**src/rtl/control_sequencer.sv**
```systemverilog
// -----------------------------------------------------------------------------
// control_sequencer
//
// Hardwired control unit for the single-bus 32-bit datapath. Steps through
// fetch (T0-T2), decode and execute (T3-T7) one T-state per clock and drives
// every register-transfer strobe as a Moore function of the state and the IR.
//
// Optional feature macro: CTRL_ILLEGAL_TRAP_EN
//   defined   : an undefined opcode at T2 halts the sequencer and sets the
//               sticky illegal_op flag (cleared only by reset).
//   undefined : undefined opcodes behave as nop; illegal_op is tied to 0.
//
// Ports
//   clk        in   clock, rising edge
//   reset      in   asynchronous, active-high reset
//   ir         in   IR contents: op [31:27], Ra [26:23], Rb [22:19], Rc [18:15]
//   mem_ready  in   memory completes the current read/write this cycle
//   PCout, Zlowout, Zhighout, MDRout, Cout           out  bus-source enables
//   PCin, MARin, MDRin, IRin, Yin, Zin, HIin, LOin   out  register loads
//   Rin, Rout  out  NREGS one-hot general-register load / bus enables
//   control    out  4-bit ALU operation code
//   IncPc      out  ALU PC-increment
//   read       out  MDR mux selects memory data
//   write      out  memory write strobe
//   run        out  processor running (not in RST or HALT)
//   illegal_op out  sticky illegal-opcode flag
// -----------------------------------------------------------------------------
module control_sequencer #(
  parameter int NREGS = 16
) (
  input  logic             clk,
  input  logic             reset,
  input  logic [31:0]      ir,
  input  logic             mem_ready,
  output logic             PCout,
  output logic             Zlowout,
  output logic             Zhighout,
  output logic             MDRout,
  output logic             Cout,
  output logic             PCin,
  output logic             MARin,
  output logic             MDRin,
  output logic             IRin,
  output logic             Yin,
  output logic             Zin,
  output logic             HIin,
  output logic             LOin,
  output logic [NREGS-1:0] Rin,
  output logic [NREGS-1:0] Rout,
  output logic [3:0]       control,
  output logic             IncPc,
  output logic             read,
  output logic             write,
  output logic             run,
  output logic             illegal_op
);

  typedef enum logic [3:0] {
    ST_RST, ST_T0, ST_T1, ST_T2, ST_T3, ST_T4, ST_T5, ST_T6, ST_T7, ST_HALT
  } state_t;

  localparam logic [4:0] OP_ALU_LAST = 5'b01000;
  localparam logic [4:0] OP_ADDI     = 5'b01001;
  localparam logic [4:0] OP_LD       = 5'b01010;
  localparam logic [4:0] OP_ST       = 5'b01011;
  localparam logic [4:0] OP_MUL      = 5'b01100;
  localparam logic [4:0] OP_DIV      = 5'b01101;
  localparam logic [4:0] OP_NOP      = 5'b11000;
  localparam logic [4:0] OP_HALT     = 5'b11011;

  state_t r_state;
  state_t w_next_state;

  logic [4:0] w_opcode;
  logic [3:0] w_ra, w_rb, w_rc;
  logic       w_is_alu, w_is_addi, w_is_ld, w_is_st, w_is_muldiv;
  logic       w_is_nop, w_is_halt, w_is_defined;
  logic       w_unused_ir;

  assign w_opcode    = ir[31:27];
  assign w_ra        = ir[26:23];
  assign w_rb        = ir[22:19];
  assign w_rc        = ir[18:15];
  assign w_unused_ir = ^ir[14:0];

  assign w_is_alu     = (w_opcode <= OP_ALU_LAST);
  assign w_is_addi    = (w_opcode == OP_ADDI);
  assign w_is_ld      = (w_opcode == OP_LD);
  assign w_is_st      = (w_opcode == OP_ST);
  assign w_is_muldiv  = (w_opcode == OP_MUL) || (w_opcode == OP_DIV);
  assign w_is_nop     = (w_opcode == OP_NOP);
  assign w_is_halt    = (w_opcode == OP_HALT);
  assign w_is_defined = w_is_alu || w_is_addi || w_is_ld || w_is_st ||
                        w_is_muldiv || w_is_nop || w_is_halt;

  // Register-field to one-hot enable; fields beyond NREGS shift out to zero.
  function automatic logic [NREGS-1:0] f_onehot(input logic [3:0] idx);
    return {{(NREGS-1){1'b0}}, 1'b1} << idx;
  endfunction

  // NOTE: sequential state uses non-blocking assignments so every flop samples
  // pre-edge values regardless of process ordering.
  always_ff @(posedge clk or posedge reset) begin
    if (reset) r_state <= ST_RST;
    else       r_state <= w_next_state;
  end

  always_comb begin
    w_next_state = r_state;
    unique case (r_state)
      ST_RST:  w_next_state = ST_T0;
      ST_T0:   w_next_state = ST_T1;
      ST_T1:   w_next_state = mem_ready ? ST_T2 : ST_T1;
      ST_T2: begin
        if (w_is_halt)     w_next_state = ST_HALT;
        else if (w_is_nop) w_next_state = ST_T0;
        else if (!w_is_defined) begin
`ifdef CTRL_ILLEGAL_TRAP_EN
          w_next_state = ST_HALT;
`else
          w_next_state = ST_T0;
`endif
        end
        else               w_next_state = ST_T3;
      end
      ST_T3:   w_next_state = ST_T4;
      ST_T4:   w_next_state = ST_T5;
      ST_T5:   w_next_state = (w_is_alu || w_is_addi) ? ST_T0 : ST_T6;
      ST_T6: begin
        if (w_is_ld)      w_next_state = mem_ready ? ST_T7 : ST_T6;
        else if (w_is_st) w_next_state = ST_T7;
        else              w_next_state = ST_T0;
      end
      ST_T7: begin
        // Only ld/st reach T7; ld always retires, st waits for the write.
        if (w_is_st) w_next_state = mem_ready ? ST_T0 : ST_T7;
        else         w_next_state = ST_T0;
      end
      ST_HALT: w_next_state = ST_HALT;
      default: w_next_state = ST_RST;
    endcase
  end

  // NOTE: every output gets a default before the case so no path through the
  // block leaves a signal unassigned, which would otherwise infer a latch.
  always_comb begin
    PCout    = 1'b0;
    Zlowout  = 1'b0;
    Zhighout = 1'b0;
    MDRout   = 1'b0;
    Cout     = 1'b0;
    PCin     = 1'b0;
    MARin    = 1'b0;
    MDRin    = 1'b0;
    IRin     = 1'b0;
    Yin      = 1'b0;
    Zin      = 1'b0;
    HIin     = 1'b0;
    LOin     = 1'b0;
    Rin      = '0;
    Rout     = '0;
    control  = 4'b0000;
    IncPc    = 1'b0;
    read     = 1'b0;
    write    = 1'b0;
    run      = (r_state != ST_RST) && (r_state != ST_HALT);

    unique case (r_state)
      ST_T0: begin
        PCout = 1'b1; MARin = 1'b1; IncPc = 1'b1; Zin = 1'b1;
      end
      ST_T1: begin
        Zlowout = 1'b1; PCin = 1'b1; read = 1'b1; MDRin = 1'b1;
      end
      ST_T2: begin
        MDRout = 1'b1; IRin = 1'b1;
      end
      ST_T3: begin
        Yin  = 1'b1;
        Rout = w_is_muldiv ? f_onehot(w_ra) : f_onehot(w_rb);
      end
      ST_T4: begin
        Zin = 1'b1;
        if (w_is_alu || w_is_muldiv) begin
          Rout    = w_is_muldiv ? f_onehot(w_rb) : f_onehot(w_rc);
          control = ir[30:27];
        end else begin
          // addi/ld/st: add the sign-extended constant to Y.
          Cout = 1'b1;
        end
      end
      ST_T5: begin
        Zlowout = 1'b1;
        if (w_is_alu || w_is_addi)  Rin   = f_onehot(w_ra);
        else if (w_is_ld || w_is_st) MARin = 1'b1;
        else                         LOin  = 1'b1;
      end
      ST_T6: begin
        if (w_is_ld) begin
          read = 1'b1; MDRin = 1'b1;
        end else if (w_is_st) begin
          Rout = f_onehot(w_ra); MDRin = 1'b1;
        end else begin
          Zhighout = 1'b1; HIin = 1'b1;
        end
      end
      ST_T7: begin
        if (w_is_st) write = 1'b1;
        else begin
          MDRout = 1'b1; Rin = f_onehot(w_ra);
        end
      end
      default: ;
    endcase
  end

`ifdef CTRL_ILLEGAL_TRAP_EN
  logic r_illegal_op;

  always_ff @(posedge clk or posedge reset) begin
    if (reset)                                r_illegal_op <= 1'b0;
    else if (r_state == ST_T2 && !w_is_defined) r_illegal_op <= 1'b1;
  end

  assign illegal_op = r_illegal_op;
`else
  assign illegal_op = 1'b0;
`endif

endmodule
```
**config.mk**
```make
export PLATFORM = sky130hd
export DESIGN_NAME = control_sequencer
export DESIGN_NICKNAME = d
export VERILOG_FILES = /design/src/rtl/control_sequencer.sv
export SDC_FILE = /design/constraint.sdc
export NUM_CORES = 1
export LEC_CHECK = 0
export ABC_AREA = 1
export BUFFER_PORTS_ARGS = -buffer_cell sky130_fd_sc_hd__buf_2
export CAP_MARGIN = 20
export CORE_ASPECT_RATIO = 0.5
export CORE_MARGIN = 3
export CORE_UTILIZATION = 46
export DETAILED_ROUTE_END_ITERATION = 10
export PLACE_DENSITY = 0.82
export SKIP_CTS_REPAIR_TIMING = 1
export SYNTH_ARGS = -nofsm -noshare
export SYNTH_HDL_FRONTEND = slang
export SYNTH_SLANG_ARGS = --single-unit
export TNS_END_PERCENT = 20
```
**constraint.sdc**
```tcl
create_clock -name clk -period 1.78 [get_ports clk]
set_input_delay 0.267 -clock clk [delete_from_list [all_inputs] [get_ports clk]]
set_output_delay 0.267 -clock clk [all_outputs]
set_load 0.01 [all_outputs]
```
==> impl_metrics.py <==
metrics = {
    "placed_design": {
        "post-place-cells": 454,
        "post-dp-hpwl_um": 4640,
        "numPortBuffers": 72,
        "gp_congestion": 0.865,
    },
    "floorplan": {
        "die_x_um": 90.5,
        "rows": 14,
        "die_h_um": 48.2,
        "top_level_ports": 89,
        "die_area_sq_mm": 0.00436,
        "initial_utilization_pct": 51.2,
        "placeableCoreArea_sq_mm": 0.00321,
    },
    "global_routing": {
        "via_count_of_the_first_global_routing_pass": 2092,
        "overflow": 0,
        "grt_pass1_wl_um": 9080,
        "antenna_violations_before_repair": 0,
        "grt_start_max_net_pins": 20,
        "total_global_route_track_usage_pct": 25.4,
    },
    "critical_path": {
        "slowest_stage": "dfrtp_2",
        "crit_chain": "inv_2 > nand2_2 > nor2_4 > nand2_2 > buf_6 > or2_1 > nand2_1 > inv_1 > nand2_1 > buf_2",
        "critPathBufInv": 4,
        "path_delay_family": "simple AND/OR/NAND/NOR gates",
        "cp_num_cells": 10,
        "timing.critical_path.arrival_ns": 1.64,
        "worstRegToRegCells": 9,
        "required_ns": 1.51,
        "source_of_the_worst_register_to_register_timing_path": "r_state[1]",
        "start_kind": "flip-flop",
        "timing.critical_path.fanout_max": 7,
        "endpoint_kind": "output port",
        "crit_path_end": "Rout[9]",
        "r2r_slack_ns": 0.44,
        "timing.critical_path.slowest_cell_delay_ns": 0.44,
        "startpoint": "r_state[1]",
        "timing_worst_setup_path_type": "reg2out",
        "timing.rr.end": "r_state[0]",
    },
    "yosys": {
        "synthesis.area_sq_mm": 0.00164,
        "library_cell_with_the_highest_instance_count_after_synthesis": "nor2_1",
        "netlist.area_leader.share_pct": 19.9,
        "synth_top_area_cell": "nor2_1",
        "synth_area_per_cell_sq_um": 4.90,
        "ys_top_cells_by_area": "nor2_1 (20%), nand2_1 (14%), nand4_1 (12%)",
        "sequential_cell_area_fraction_in_the_yosys_report_pct": 6.10,
        "post_synth_most_frequent_cells": "nor2_1 (87), nand2_1 (61), nand3_1 (35), inv_1 (31), nand4_1 (31)",
        "post_synth_and_or_nand_nor_area_fraction_pct": 68.6,
        "syn_nets": 370,
        "synth-edff-count": 0,
        "ys_warn_count": 0,
        "synth_seq_cells": 4,
        "synth_cells": 335,
        "post_synthesis_compound_gate_area_fraction_pct": 11.0,
        "ys.flop_type": "dfrtp_1",
        "synth_top_family_by_area": "simple AND/OR/NAND/NOR gates",
        "async_flop_share_pct": 100,
        "synth-xor-area-share_pct": 0,
        "synthAdderAreaFrac_pct": 0,
        "synth_mux_area_share_pct": 0,
        "number_of_distinct_library_cell_variants_in_the_gate_level_netlist_after_synthesis": 24,
    },
    "final_layout": {
        "layout-drive-gt1-share_pct": 36.0,
        "largest_register_ffs": 4,
        "nFillCells": 311,
        "top_regs": "r_state (4)",
        "post_layout_nonfiller_instances": 462,
        "top_register": "r_state",
        "area.growth.synth_to_final_pct": 42.5,
        "design.final.nets": 451,
        "antenna-diode-count": 0,
    },
    "hold_path": {
        "worst_hold_path_type": "in2reg",
    },
    "clock_tree": {
        "cts_buffer_depth": 2,
        "ctsRootBufferMaster": "clkbuf_8",
        "cts_tree": "built",
        "cts-buffers-inserted": 3,
        "cts-htree-levels": 1,
        "clk_pin_slew_worst_paths_ns": 0.03,
        "clock_sinks": 4,
        "clock_latency_ns": 0.22,
    },
    "sta": {
        "layout_min_cycle_time_ns": 1.91,
        "rsz_0062_raised_after_global_routing": "true",
        "peak_clock_frequency_supported_by_timing_mhz": 523,
        "layout_worst_path_cycle_share_pct": 107,
        "layout_setup_ws_ns": -0.132,
        "timing.final.max_slew_violations": 0,
        "worst_pin_slew_ns": 0.554,
        "skew_ns": 0.00209,
        "hold_viol_final": 0,
        "slew_headroom_pct": 62.7,
        "finalSetupViolations": 35,
    },
    "detailed_routing": {
        "route.antenna.remaining_nets": 0,
        "detailed_route_iter0_violations": 264,
        "viasPerCell": 5.64,
        "remaining_drc_errors": 0,
        "route.detailed.wl_per_inst_um": 13.0,
        "wirelength_um": 6000,
        "via_count": 2604,
        "drt_pass1_iterations": 5,
    },
    "power_and_ir_drop": {
        "vdd_drop_max_mv": 0.817,
        "post-layout-total-power_mw": 1.45,
        "power_leakage_nw": 1.20,
        "pwr_per_cell_area_mw_per_mm2": 620,
    },
    "status": {
        "violated_checks": "negative setup slack",
        "run_status": "finished, violations left",
    },
    "job": {
        "maxCapViolations": 0,
    },
}
power by group:
group | switching, mW | internal, mW | total, mW
Clock | 0.0554 | 0.145 | 0.200
Sequential | 0.0482 | 0.129 | 0.177
Combinational | 0.683 | 0.388 | 1.07
how the worst min path moves through the flow:
stage	startpoint	endpoint	slack [ns]	cells past startpoint
6_report	ir[31]	r_state[3]	0.38	3
5_1_grt	ir[31]	r_state[3]	0.37	3
3_5_place_dp	reset	r_state[1]	0.15	2
2_1_floorplan	reset	r_state[0]	0.03	1
3_3_place_gp	reset	r_state[3]	0.15	2
4_1_cts	reset	r_state[0]	-0.09	2
cells by family (layout without fill, tap and decap cells):
family / Yosys count / in the layout
compound gates: 33 / 33
buf+inv: 52 / 131
other cells: 1 / 1
simple gates: 245 / 245
flops: 4 / 4
layer usage:
metal,up-vias,part of all wire [%],track usage [%]
li1,1271,-,-
met1,1174,44,32.4
met2,143,47,47.9
met3,16,7.4,2.31
met5,-,0,0
met4,0,2.2,8.81
stage by stage:
step / setup WS, ns / area (sq um) / util (%) / hold slack [ns] / TNS (ns)
global route: -0.205 / 2340 / 72.9 / 0.372 / -5.97
finish: -0.132 / 2340 / 72.9 / 0.379 / -2.53
global placement: 0.000113 / 2090 / 65.1 / 0.153 / 0
CTS: -0.210 / 2130 / 66.4 / -0.0868 / -6.04
detailed placement: -0.0487 / 2090 / 65.1 / 0.152 / -0.565
floorplan: 0.164 / 1640 / - / 0.0331 / 0
final cells by class:
type                    instances  area, sq um  area share [%]
multi-input cells             279         1450            62.2
clock buffers                   3         41.3            1.77
inverters                      33          124            5.30
well taps                      48         60.1            2.57
repair buffers                 95          557            23.8
flip-flops and latches          4          103            4.39
worst min-delay path, stage by stage:
cell,delay [ns]
buf_2,0.12
nand3_1,0.09
nand3_1,0.08
placed cells by master (no fill, tap or decap), types with 4 or more instances in the layout:
| cell | n |
|---|---|
| inv_1 | 25 |
| nor2_4 | 8 |
| nor3_1 | 10 |
| nand2_2 | 9 |
| o21ai_0 | 22 |
| nor2_2 | 13 |
| inv_2 | 8 |
| buf_2 | 73 |
| a21oi_1 | 7 |
| nor3_2 | 4 |
| nand2_1 | 53 |
| nand4_1 | 31 |
| nor2_1 | 72 |
| buf_4 | 17 |
| nand3_1 | 34 |
(Power assumes the default switching activity.)
